===== config.mk =====
export PLATFORM = sky130hd
export DESIGN_NAME = instr_prefetch_unit
export DESIGN_NICKNAME = d
export VERILOG_FILES = /design/src/rtl/instr_prefetch_unit_pkg.sv /design/src/rtl/instr_prefetch_unit_fetch_fifo.sv /design/src/rtl/instr_prefetch_unit.sv
export SDC_FILE = /design/constraint.sdc
export NUM_CORES = 1
export LEC_CHECK = 0
export CAP_MARGIN = 40
export CORE_MARGIN = 2
export CORE_UTILIZATION = 44
export DETAILED_ROUTE_END_ITERATION = 12
export GPL_ROUTABILITY_DRIVEN = 0
export GPL_TIMING_DRIVEN = 0
export PLACE_DENSITY = 0.76
export SLEW_MARGIN = 20
export SYNTH_ARGS = -nofsm -noshare
export SYNTH_HDL_FRONTEND = slang
export SYNTH_SLANG_ARGS = --single-unit
export TNS_END_PERCENT = 100

===== constraint.sdc =====
create_clock -name clk_i -period 13.4 [get_ports clk_i]
set_clock_uncertainty 0.05 [all_clocks]
set_input_delay 2.68 -clock clk_i [delete_from_list [all_inputs] [get_ports clk_i]]
set_output_delay 2.68 -clock clk_i [all_outputs]
set_load 0.02 [all_outputs]

===== src/rtl/instr_prefetch_unit_pkg.sv =====
// rtl/instr_prefetch_unit_pkg.sv - shared types and constants for the instruction prefetch unit
package instr_prefetch_unit_pkg;

    localparam int INSTR_W = 32;
    localparam logic [31:0] RESET_PC_DEFAULT = 32'h0;

    typedef enum logic [1:0] {
        ST_IDLE    = 2'd0,
        ST_FETCH   = 2'd1,
        ST_DISCARD = 2'd2
    } state_t;

endpackage


===== src/rtl/instr_prefetch_unit_fetch_fifo.sv =====
// rtl/instr_prefetch_unit_fetch_fifo.sv - synchronous {pc, instr} FIFO with clear over push/pop
module fetch_fifo #(
    parameter int DEPTH = 4,
    parameter int WIDTH = 64
) (
    input  logic                       clk_i,
    input  logic                       rst_i,
    input  logic                       clear_i,
    input  logic                       push_i,
    input  logic [WIDTH-1:0]           data_i,
    input  logic                       pop_i,
    output logic [WIDTH-1:0]           data_o,
    output logic [$clog2(DEPTH):0]     count_o,
    output logic                       full_o,
    output logic                       empty_o
);
    localparam int AW = $clog2(DEPTH);
    localparam int CW = AW + 1;

    logic [WIDTH-1:0] r_mem [DEPTH];
    logic [AW-1:0]    r_wr_ptr;
    logic [AW-1:0]    r_rd_ptr;
    logic [CW-1:0]    r_count;

    always_ff @(posedge clk_i or posedge rst_i) begin
        if (rst_i) begin
            r_wr_ptr <= '0;
            r_rd_ptr <= '0;
            r_count  <= '0;
            for (int i = 0; i < DEPTH; i++) begin
                r_mem[i] <= '0;
            end
        end else if (clear_i) begin
            r_wr_ptr <= '0;
            r_rd_ptr <= '0;
            r_count  <= '0;
        end else begin
            if (push_i) begin
                r_mem[r_wr_ptr] <= data_i;
                r_wr_ptr        <= r_wr_ptr + AW'(1);
            end
            if (pop_i) begin
                r_rd_ptr <= r_rd_ptr + AW'(1);
            end
            r_count <= r_count + CW'(push_i) - CW'(pop_i);
        end
    end

    // The caller only pushes into a full FIFO together with a pop.
    always @(posedge clk_i) begin
        if (!rst_i && !clear_i) begin
            assert (!(push_i && full_o && !pop_i));
            assert (!(pop_i && empty_o));
        end
    end

    assign data_o  = r_mem[r_rd_ptr];
    assign count_o = r_count;
    assign full_o  = (r_count == CW'(DEPTH));
    assign empty_o = (r_count == '0);

endmodule


===== src/rtl/instr_prefetch_unit.sv =====
// rtl/instr_prefetch_unit.sv - sequential instruction prefetcher with branch redirect and wrong-path discard
module instr_prefetch_unit
    import instr_prefetch_unit_pkg::*;
#(
    parameter int          DEPTH    = 4,
    parameter logic [31:0] RESET_PC = RESET_PC_DEFAULT
) (
    input  logic               clk_i,
    input  logic               rst_i,
    input  logic               redirect_i,
    input  logic [31:0]        redirect_pc_i,
    input  logic               instr_ready_i,
    output logic               instr_valid_o,
    output logic [INSTR_W-1:0] instr_o,
    output logic [31:0]        pc_o,
    output logic [31:0]        pc_plus4_o,
    output logic               mem_req_o,
    output logic [31:0]        mem_addr_o,
    input  logic               mem_ack_i,
    input  logic [INSTR_W-1:0] mem_rdata_i
);
    localparam int CW = $clog2(DEPTH) + 1;

    state_t              r_state;
    state_t              w_state_nxt;
    logic [31:0]         r_fetch_pc;
    logic [31:0]         r_hold_addr;
    logic                w_req;
    logic                w_push;
    logic                w_pop;
    logic                w_full;
    logic                w_empty;
    logic [CW-1:0]       w_count;
    logic [63:0]         w_head;

    assign w_pop  = !w_empty && instr_ready_i && !redirect_i;
    assign w_push = (r_state == ST_FETCH) && w_req && mem_ack_i && !redirect_i;

    always_comb begin
        w_state_nxt = r_state;
        w_req       = 1'b0;
        case (r_state)
            ST_IDLE: w_state_nxt = ST_FETCH;
            ST_FETCH: begin
                // A pop frees a slot this cycle, so a full FIFO may still request.
                w_req = !w_full || (!w_empty && instr_ready_i);
                if (redirect_i && w_req && !mem_ack_i) begin
                    w_state_nxt = ST_DISCARD;
                end
            end
            ST_DISCARD: begin
                w_req = 1'b1;
                if (mem_ack_i) begin
                    w_state_nxt = ST_FETCH;
                end
            end
            default: w_state_nxt = ST_IDLE;
        endcase
    end

    always_ff @(posedge clk_i or posedge rst_i) begin
        if (rst_i) begin
            r_state     <= ST_IDLE;
            r_fetch_pc  <= RESET_PC;
            r_hold_addr <= RESET_PC;
        end else begin
            r_state <= w_state_nxt;
            if (redirect_i) begin
                r_fetch_pc <= redirect_pc_i;
            end else if (w_push) begin
                r_fetch_pc <= r_fetch_pc + 32'd4;
            end
            // The stale request keeps its address until the memory acks it.
            if (r_state == ST_FETCH && redirect_i && w_req && !mem_ack_i) begin
                r_hold_addr <= r_fetch_pc;
            end
        end
    end

    always @(posedge clk_i) begin
        if (!rst_i) begin
            assert (w_count <= CW'(DEPTH));
        end
    end

    fetch_fifo #(
        .DEPTH (DEPTH),
        .WIDTH (64)
    ) u_fetch_fifo (
        .clk_i   (clk_i),
        .rst_i   (rst_i),
        .clear_i (redirect_i),
        .push_i  (w_push),
        .data_i  ({r_fetch_pc, mem_rdata_i}),
        .pop_i   (w_pop),
        .data_o  (w_head),
        .count_o (w_count),
        .full_o  (w_full),
        .empty_o (w_empty)
    );

    assign mem_req_o     = w_req;
    assign mem_addr_o    = (r_state == ST_DISCARD) ? r_hold_addr : r_fetch_pc;
    assign instr_valid_o = !w_empty;
    assign instr_o       = instr_valid_o ? w_head[31:0] : '0;
    assign pc_o          = instr_valid_o ? w_head[63:32] : '0;
    assign pc_plus4_o    = instr_valid_o ? (w_head[63:32] + 32'd4) : '0;

endmodule


==> impl_results.rst, run 1 <==
.. list-table::
   :header-rows: 1

   * - Metric
     - Value
   * - Number of flip-flops and latches in the synthesized netlist
     - ~330
   * - Number of instances in the synthesized netlist
     - roughly 1.2k
   * - Post-synthesis net count
     - 1292
   * - Worst min path class
     - flip-flop to flip-flop
   * - Power share of the sequential group
     - 0.341
   * - I/O pin total
     - 199
   * - Critical path peak fanout
     - 4
   * - Die footprint
     - 38100 µm²
   * - Initial antenna violation count
     - 1
   * - Fraction of final layout cells with drive strength greater than 1
     - 0.211
   * - Standard-cell rows
     - 70
   * - Worst EP required
     - between 10000 and 15000 ps
   * - Post-Synth XOR/XNOR Area
     - 0.0212
   * - CP Launch Type
     - primary input
   * - Commonest cells after routing, fill and taps aside
     - sky130_fd_sc_hd__dfrtp_1, sky130_fd_sc_hd__clkdlybuf4s50_1, sky130_fd_sc_hd__mux2_1
   * - PD cells
     - 201 nW/µm²
   * - Area of the core
     - 36300 µm²
   * - Highest attainable clock frequency
     - 135 MHz
   * - Pin slew with the least headroom to its limit
     - 849 ps
   * - Fraction of the mapped netlist area in simple logic gates
     - 0.0831
   * - Initial Utilization
     - 0.443
   * - Wire length per cell after detailed routing
     - 21.4 µm
   * - CTS hold repair buffers
     - 0
   * - Avg Cell Area, Syn
     - 13.3 µm²
   * - Post-synth EDFFs
     - 0
   * - Clock tree from TritonCTS
     - built
   * - Global route overflow
     - 0
   * - Fraction of the mapped netlist area in compound gates
     - 0.0254
   * - M3 GR Usage
     - 0.0314
   * - Clock network power share
     - 0.252
   * - Pin count of the biggest net entering global routing
     - 108
   * - Reported net switching power
     - 1380 µW
   * - Reg area
     - 8230 µm²
   * - Setup WS pre-CTS
     - 6070 ps
   * - Status
     - completed
   * - Met1 Use GR
     - 0.307
   * - Filler cell count
     - 2976
   * - Vertical extent of the die
     - roughly 200 µm
   * - Number of buffers inserted by post-CTS setup repair
     - 0
   * - HPWL after detailed placement
     - 29700 µm
   * - Vias after detailed routing
     - 10.8k
   * - Detailed-routing iteration count for the pre-antenna-repair pass
     - 5
   * - Unrepaired setup endpoints after global routing
     - no
   * - Shortest period the worst path allows
     - 7380 ps
   * - Setup Crit Path Kind
     - primary input to primary output
   * - Count of buffers inserted at the top-level ports
     - 198
   * - Number of buffers created by CTS
     - 37
   * - Most common cell after layout, fill and taps aside
     - sky130_fd_sc_hd__dfrtp_1
   * - Most Used Layer, Global Route
     - met2
   * - Insertion delay of the later-clocked pin in the worst-skew pair
     - between 500 and 600 ps
   * - Post-detailed-placement cell area
     - between 15000 and 20000 µm²
   * - Final critical-path setup slack
     - ~6000 ps
   * - Met2 capacity usage during global routing
     - 0.376
   * - Rel. slew slack
     - 0.434
   * - Vias per inst
     - 5.55
   * - Switching power share of the total
     - 0.343
   * - Arithmetic-cell share of the synthesized area counting full adders, half adders and majority gates
     - 0.0113
   * - Total of endpoints with negative setup slack in the final report
     - 0
   * - Number of maximum-capacitance constraint violations
     - 0
   * - Data arrival time at the worst-slack endpoint
     - between 4000 and 5000 ps
   * - Total wirelength of the detailed-routed design
     - 41600 µm
   * - Fraction of power consumed by combinational cells
     - 0.406
   * - Kind of capture point of the worst setup path
     - primary output
   * - Total clock sinks
     - between 300 and 400
   * - Design Area, Final
     - 20000 µm²
   * - Routed Antenna Nets
     - 0
   * - Setup TNS
     - 0 ps
   * - Portion of netlist area occupied by mux cells
     - 0.315
   * - Combined area of the multi-input logic cells
     - 7370 µm²
   * - Seq/Total Area, Yosys
     - 0.511
   * - Number of hold violations in the final report
     - 0
   * - Fraction of registers with async set/reset
     - 1.00
   * - Internal power component
     - roughly 2600 µW
   * - Vias in the first global route
     - approximately 12k
   * - First-pass GRT wire length
     - approximately 67000 µm
   * - Post-layout net count
     - 1536
   * - Number of design rule violations left after detail routing
     - 0
   * - CTS root buf
     - sky130_fd_sc_hd__clkbuf_16
   * - Register clock-pin slew on the reported worst setup and hold paths
     - roughly 60 ps
   * - Number of distinct standard cells referenced by the synthesized netlist
     - 48
   * - Fin crit share
     - 0.551
   * - Htree depth
     - 2
   * - Leakage power total
     - 0.00895 µW
   * - X dimension of the die
     - 195 µm
   * - Clock buffer depth
     - 3
   * - Maximum VDD drop
     - 0.0927 mV
   * - Total count of max-transition violations in the final report
     - 0
   * - Synthesis warning total
     - 0
   * - Violation count after the first detailed-routing iteration
     - 665
   * - Number of resized instances in the post-cts repair step
     - 0
   * - Final Util
     - 0.551
   * - Predominant post-synthesis flop cell
     - sky130_fd_sc_hd__dfrtp_1
   * - Main combinational cell family by area after synthesis
     - multiplexers
   * - Growth of design area from synthesis to finish
     - 24.4%
   * - GRT Overall Usage
     - 0.224
   * - Mapped cell area
     - 16100 µm²
[logic make-up (layout without fill, tap and decap cells)]
family | Yosys count | in the layout
muxes | 386 | 386
and+or+nand+nor | 249 | 249
adders and majority gates | 14 | 14
buffers and inverters | 119 | 389
AOI/OAI and AO/OA | 73 | 73
xor gates and xnor gates | 39 | 39
other | 0 | 1
DFF | 329 | 329
[flip-flops by register name (all words and copies together), names as in the netlist]
register and count:
r_fetch_pc 32, r_hold_addr 32, r_state 2, u_fetch_fifo.count_o 3, u_fetch_fifo.r_mem 256, u_fetch_fifo.r_rd_ptr 2
u_fetch_fifo.r_wr_ptr 2
[critical path, cell delays in order]
cell                              delay, ps
sky130_fd_sc_hd__clkdlybuf4s50_1        510
sky130_fd_sc_hd__or4b_1                 580
sky130_fd_sc_hd__a21oi_1                210
sky130_fd_sc_hd__nor2b_1                110
sky130_fd_sc_hd__clkdlybuf4s50_1        560
[cell usage after synthesis, types with 2 or more instances]
library cell | instances | area [µm²]
sky130_fd_sc_hd__xor2_1 | 24 | 210
sky130_fd_sc_hd__buf_2 | 33 | 165
sky130_fd_sc_hd__o31ai_1 | 3 | 22.5
sky130_fd_sc_hd__nor4b_1 | 2 | 17.5
sky130_fd_sc_hd__buf_6 | 2 | 22.5
sky130_fd_sc_hd__nand4_1 | 20 | 125
sky130_fd_sc_hd__nor3_1 | 9 | 45.0
sky130_fd_sc_hd__o21ai_1 | 22 | 110
sky130_fd_sc_hd__clkbuf_1 | 45 | 169
sky130_fd_sc_hd__nand4b_1 | 2 | 17.5
sky130_fd_sc_hd__nor2b_1 | 2 | 12.5
sky130_fd_sc_hd__mux4_1 | 3 | 78.8
sky130_fd_sc_hd__buf_4 | 4 | 30.0
sky130_fd_sc_hd__mux2_1 | 180 | 2030
sky130_fd_sc_hd__and2_1 | 62 | 388
sky130_fd_sc_hd__mux4_2 | 61 | 1370
sky130_fd_sc_hd__nor3b_1 | 2 | 15.0
sky130_fd_sc_hd__o211ai_1 | 2 | 15.0
sky130_fd_sc_hd__or3_1 | 10 | 62.6
sky130_fd_sc_hd__nor2_1 | 40 | 150
sky130_fd_sc_hd__or4_4 | 2 | 22.5
sky130_fd_sc_hd__and4_1 | 6 | 52.6
sky130_fd_sc_hd__and3_1 | 6 | 37.5
sky130_fd_sc_hd__or4_1 | 4 | 30.0
sky130_fd_sc_hd__inv_1 | 23 | 86.3
sky130_fd_sc_hd__nor4_1 | 3 | 18.8
sky130_fd_sc_hd__mux2_2 | 140 | 1580
sky130_fd_sc_hd__mux2i_1 | 2 | 20.0
sky130_fd_sc_hd__dfrtp_1 | 329 | 8230
sky130_fd_sc_hd__ha_1 | 13 | 163
sky130_fd_sc_hd__buf_1 | 10 | 37.5
sky130_fd_sc_hd__o21ai_0 | 23 | 115
sky130_fd_sc_hd__nand2_1 | 59 | 221
sky130_fd_sc_hd__a31oi_1 | 3 | 18.8
sky130_fd_sc_hd__xnor2_1 | 15 | 131
sky130_fd_sc_hd__a21oi_1 | 14 | 70.1
sky130_fd_sc_hd__nand3_1 | 18 | 90.1
[path summary, 6_finish.rpt]
kind / startpoint / depth (start not counted) / slack (ps) / to
worst max-delay path: instr_ready_i / 5 / 6020 / mem_req_o
worst min-delay path: r_hold_addr[23] / 2 / 430 / r_hold_addr[23]
worst max register to register: r_state[0] / 16 / 9780 / u_fetch_fifo.count_o[2]
worst min register to register: r_hold_addr[23] / 2 / 430 / r_hold_addr[23]
max in group asynchronous: rst_i / 4 / 9560 / u_fetch_fifo.r_mem[170]
min in group asynchronous: rst_i / 2 / 2460 / u_fetch_fifo.r_mem[11]
[per-stage QoR]
step / cells / hold slack [ps] / power [µW]
after global routing: 1948 / 451 / 4230
after floorplan: 1209 / 400 / 2380
after CTS: 1947 / 435 / 4050
final: 1948 / 430 / 4020
after global placement: 1875 / 413 / 2980
after detailed placement: 1882 / 421 / 3030
[final cells by class]
class,count,area share
timing repair buffer,205,0.105
tap,468,0.0292
inverter,25,0.00506
clock buffer,50,0.0522
sequential,329,0.411
buffer,94,0.0212
antenna,1,0.000125
clock inverter,15,0.00831
multi-input combinational,761,0.368
[power by group through the flow]
stage,clock network [µW],logic [µW],registers [µW]
2_1_floorplan,0,1040,1340
4_1_cts,1030,1650,1370
5_1_grt,1070,1760,1400
3_5_place_dp,0,1650,1390
3_3_place_gp,0,1610,1370
6_report,1010,1630,1370
[per-layer routing]
metal | routed length, µm | part of all wire
met4 | 1030 | 0.025
met2 | 20400 | 0.49
met3 | 1970 | 0.047
met5 | 0 | 0
met1 | 18200 | 0.44
Note: power is estimated with default switching activity, not from simulation.
==> run 2, diff against run 1 <==
==> constraint.sdc (replaced) <==
create_clock -name clk_i -period 7.3 [get_ports clk_i]
set_clock_uncertainty 0.05 [all_clocks]
set_input_delay 1.46 -clock clk_i [delete_from_list [all_inputs] [get_ports clk_i]]
set_output_delay 1.46 -clock clk_i [all_outputs]
set_load 0.02 [all_outputs]
==> impl_results.rst, run 2 (synthesis gave the netlist of run 1 again) <==
.. list-table::
   :header-rows: 1

   * - Metric
     - Value
   * - Highest attainable clock frequency
     - 177 MHz
   * - Number of buffers created by CTS
     - 36 (was 37)
   * - Regs by FF count
     - u_fetch_fifo.r_mem: 256 flops, r_fetch_pc: 32 flops, r_hold_addr: 32 flops (unchanged)
   * - Violation count after the first detailed-routing iteration
     - 613 (was 665)
   * - HPWL after detailed placement
     - 30100 µm (was 29700 µm)
   * - Vias after detailed routing
     - 10.9k (was 10.8k)
   * - Number of diodes added for antenna fixing
     - 0 (was 1)
   * - Pin count of the biggest net entering global routing
     - 37 (was 108)
   * - Growth of design area from synthesis to finish
     - 25.0% (was 24.4%)
   * - Number of resized instances in the post-cts repair step
     - 0 (unchanged)
   * - Most common cell after layout, fill and taps aside
     - sky130_fd_sc_hd__dfrtp_1 (unchanged)
   * - Leakage power total
     - 0.00899 µW (was 0.00895 µW)
   * - Count of buffers inserted at the top-level ports
     - 198 (unchanged)
   * - Global route overflow
     - 0 (unchanged)
   * - Setup Crit Path Kind
     - flip-flop to primary output (was primary input to primary output)
   * - Fraction of final layout cells with drive strength greater than 1
     - 0.213 (was 0.211)
   * - Shortest period the worst path allows
     - roughly 5700 ps
   * - Die footprint
     - 38100 µm² (unchanged)
   * - Insertion delay of the later-clocked pin in the worst-skew pair
     - 510 ps (was 530 ps)
   * - X dimension of the die
     - 195 µm (unchanged)
   * - GRT Overall Usage
     - 0.222 (was 0.224)
   * - First-pass GRT wire length
     - 65700 µm (was 66700 µm)
   * - Worst EP required
     - 5790 ps (was 10670 ps)
   * - Register ranked first by flip-flop count
     - u_fetch_fifo.r_mem (unchanged)
   * - Register clock-pin slew on the reported worst setup and hold paths
     - 60 ps (about the same)
   * - Vias in the first global route
     - 11.5k (about the same)
   * - Flip-flop count of the largest register, all copies and words added
     - 256 (unchanged)
   * - Final Util
     - 0.554 (was 0.551)
   * - Unrepaired setup endpoints after global routing
     - no (unchanged)
   * - Clock tree from TritonCTS
     - built (unchanged)
   * - Post-layout net count
     - 1545 (was 1536)
   * - Number of maximum-capacitance constraint violations
     - 0 (unchanged)
   * - Wire length per cell after detailed routing
     - 21.4 µm (about the same)
   * - Number of hold violations in the final report
     - 0 (unchanged)
   * - Htree depth
     - 2 (unchanged)
   * - CTS hold repair buffers
     - 0 (unchanged)
   * - Critical path peak fanout
     - 10 (was 4)
   * - Total clock sinks
     - 329 (unchanged)
   * - Routed Antenna Nets
     - 0 (unchanged)
   * - Total of endpoints with negative setup slack in the final report
     - 0 (unchanged)
   * - Standard-cell rows
     - 70 (unchanged)
   * - Total wirelength of the detailed-routed design
     - 41900 µm (was 41600 µm)
   * - Cell Count, Final, Fillers Out
     - 1954 (was 1948)
   * - Status
     - completed (unchanged)
   * - Detailed-routing iteration count for the pre-antenna-repair pass
     - 5 (unchanged)
   * - I/O pin total
     - 199 (unchanged)
   * - Commonest cells after routing, fill and taps aside
     - sky130_fd_sc_hd__dfrtp_1, sky130_fd_sc_hd__clkdlybuf4s50_1, sky130_fd_sc_hd__mux2_1 (unchanged)
   * - Rel. slew slack
     - 0.474 (was 0.434)
   * - Total count of max-transition violations in the final report
     - 0 (unchanged)
   * - Vertical extent of the die
     - 195 µm (unchanged)
   * - Design Area, Final
     - 20100 µm² (was 20000 µm²)
   * - Total instance count after detailed placement
     - 1889 (was 1882)
   * - Clock buffer depth
     - 3 (unchanged)
   * - Number of buffers inserted by post-CTS setup repair
     - 0 (unchanged)
   * - Number of design rule violations left after detail routing
     - 0 (unchanged)
   * - Vias per inst
     - 5.55 (about the same)
   * - Data arrival time at the worst-slack endpoint
     - 4150 ps (was 4650 ps)
   * - Kind of capture point of the worst setup path
     - primary output (unchanged)
   * - Fin crit share
     - 0.776
   * - Pin slew with the least headroom to its limit
     - 789 ps (was 849 ps)
   * - PnR Total Power
     - 7340 µW (was 4020 µW)
   * - Post-detailed-placement cell area
     - 18900 µm² (was 18800 µm²)
   * - CTS root buf
     - sky130_fd_sc_hd__clkbuf_16 (unchanged)
   * - Initial Utilization
     - 0.443 (unchanged)
   * - PD cells
     - 365 nW/µm² (was 201 nW/µm²)
   * - CP Launch Type
     - flip-flop (was primary input)
   * - Area of the core
     - 36300 µm² (unchanged)
   * - Initial antenna violation count
     - 0 (was 1)
   * - Maximum VDD drop
     - 0.178 mV (was 0.0927 mV)
   * - Worst min path class
     - flip-flop to flip-flop (unchanged)
[run 2: cell types whose count changed in the layout (fill, tap and decap cells not counted), sizes merged]
cell / delta
inv: -3
bufinv: -1
clkbuf: +4
diode: -1
buf: +9
clkinv: -2
[run 2: area by class of cell]
class	count	area, µm²
Buffer	94	424
Inverter	25	97.6
Clock buffer	53	1070
Tap cell	468	586
Fill cell	2982	16200
Timing Repair Buffer	215	2250
Clock inverter	9	103
Sequential cell	329	8230
Multi-Input combinational cell	761	7370
[run 2: layer usage]
| layer | vias to the layer above | wire length (µm) | GRT usage | share of wire |
|---|---|---|---|---|
| li1 | 4866 | - | - | - |
| met1 | 5633 | 18400 | 0.296 | 0.44 |
| met2 | 288 | 20400 | 0.372 | 0.49 |
| met3 | 66 | 1950 | 0.0394 | 0.047 |
| met4 | 0 | 1140 | 0.0718 | 0.027 |
| met5 | - | 0 | 0 | 0 |
[run 2: metrics by stage]
stage | setup TNS (ps) | worst slack [ps] | hold WS, ps
2_1_floorplan | 0 | 1400 | 400
3_3_place_gp | -225220 | -708 | 412
3_5_place_dp | 0 | 2140 | 421
4_1_cts | 0 | 1590 | 434
5_1_grt | 0 | 1400 | 453
6_report | 0 | 1640 | 430
[run 2: final timing paths]
kind | start | end | slack, ps | depth (start not counted)
setup reg to reg | r_state[0] | u_fetch_fifo.count_o[2] | 3660 | 16
hold / removal | r_hold_addr[30] | r_hold_addr[30] | 430 | 2
min in group asynchronous | rst_i | u_fetch_fifo.r_mem[197] | 1340 | 2
max in group asynchronous | rst_i | u_fetch_fifo.r_mem[169] | 4760 | 5
setup / recovery | u_fetch_fifo.r_rd_ptr[0] | pc_plus4_o[22] | 1640 | 9
hold reg to reg | r_hold_addr[30] | r_hold_addr[30] | 430 | 2
[run 2: worst max-delay path: stages, from the launching register on]
cell and delay, ps:
sky130_fd_sc_hd__dfrtp_1 430, sky130_fd_sc_hd__buf_6 190, sky130_fd_sc_hd__mux4_2 450, sky130_fd_sc_hd__ha_1 320
sky130_fd_sc_hd__nand2_1 160, sky130_fd_sc_hd__or4_4 570, sky130_fd_sc_hd__buf_6 170, sky130_fd_sc_hd__or3_1 360
sky130_fd_sc_hd__a21oi_1 320, sky130_fd_sc_hd__clkdlybuf4s50_1 680
[run 2: report_power, final]
part	internal (µW)	total, µW	leakage [µW]	switching (µW)
Combinational	1460	3020	0.00407	1560
Clock	1080	1800	0.000579	722
Sequential	2280	2520	0.00435	235
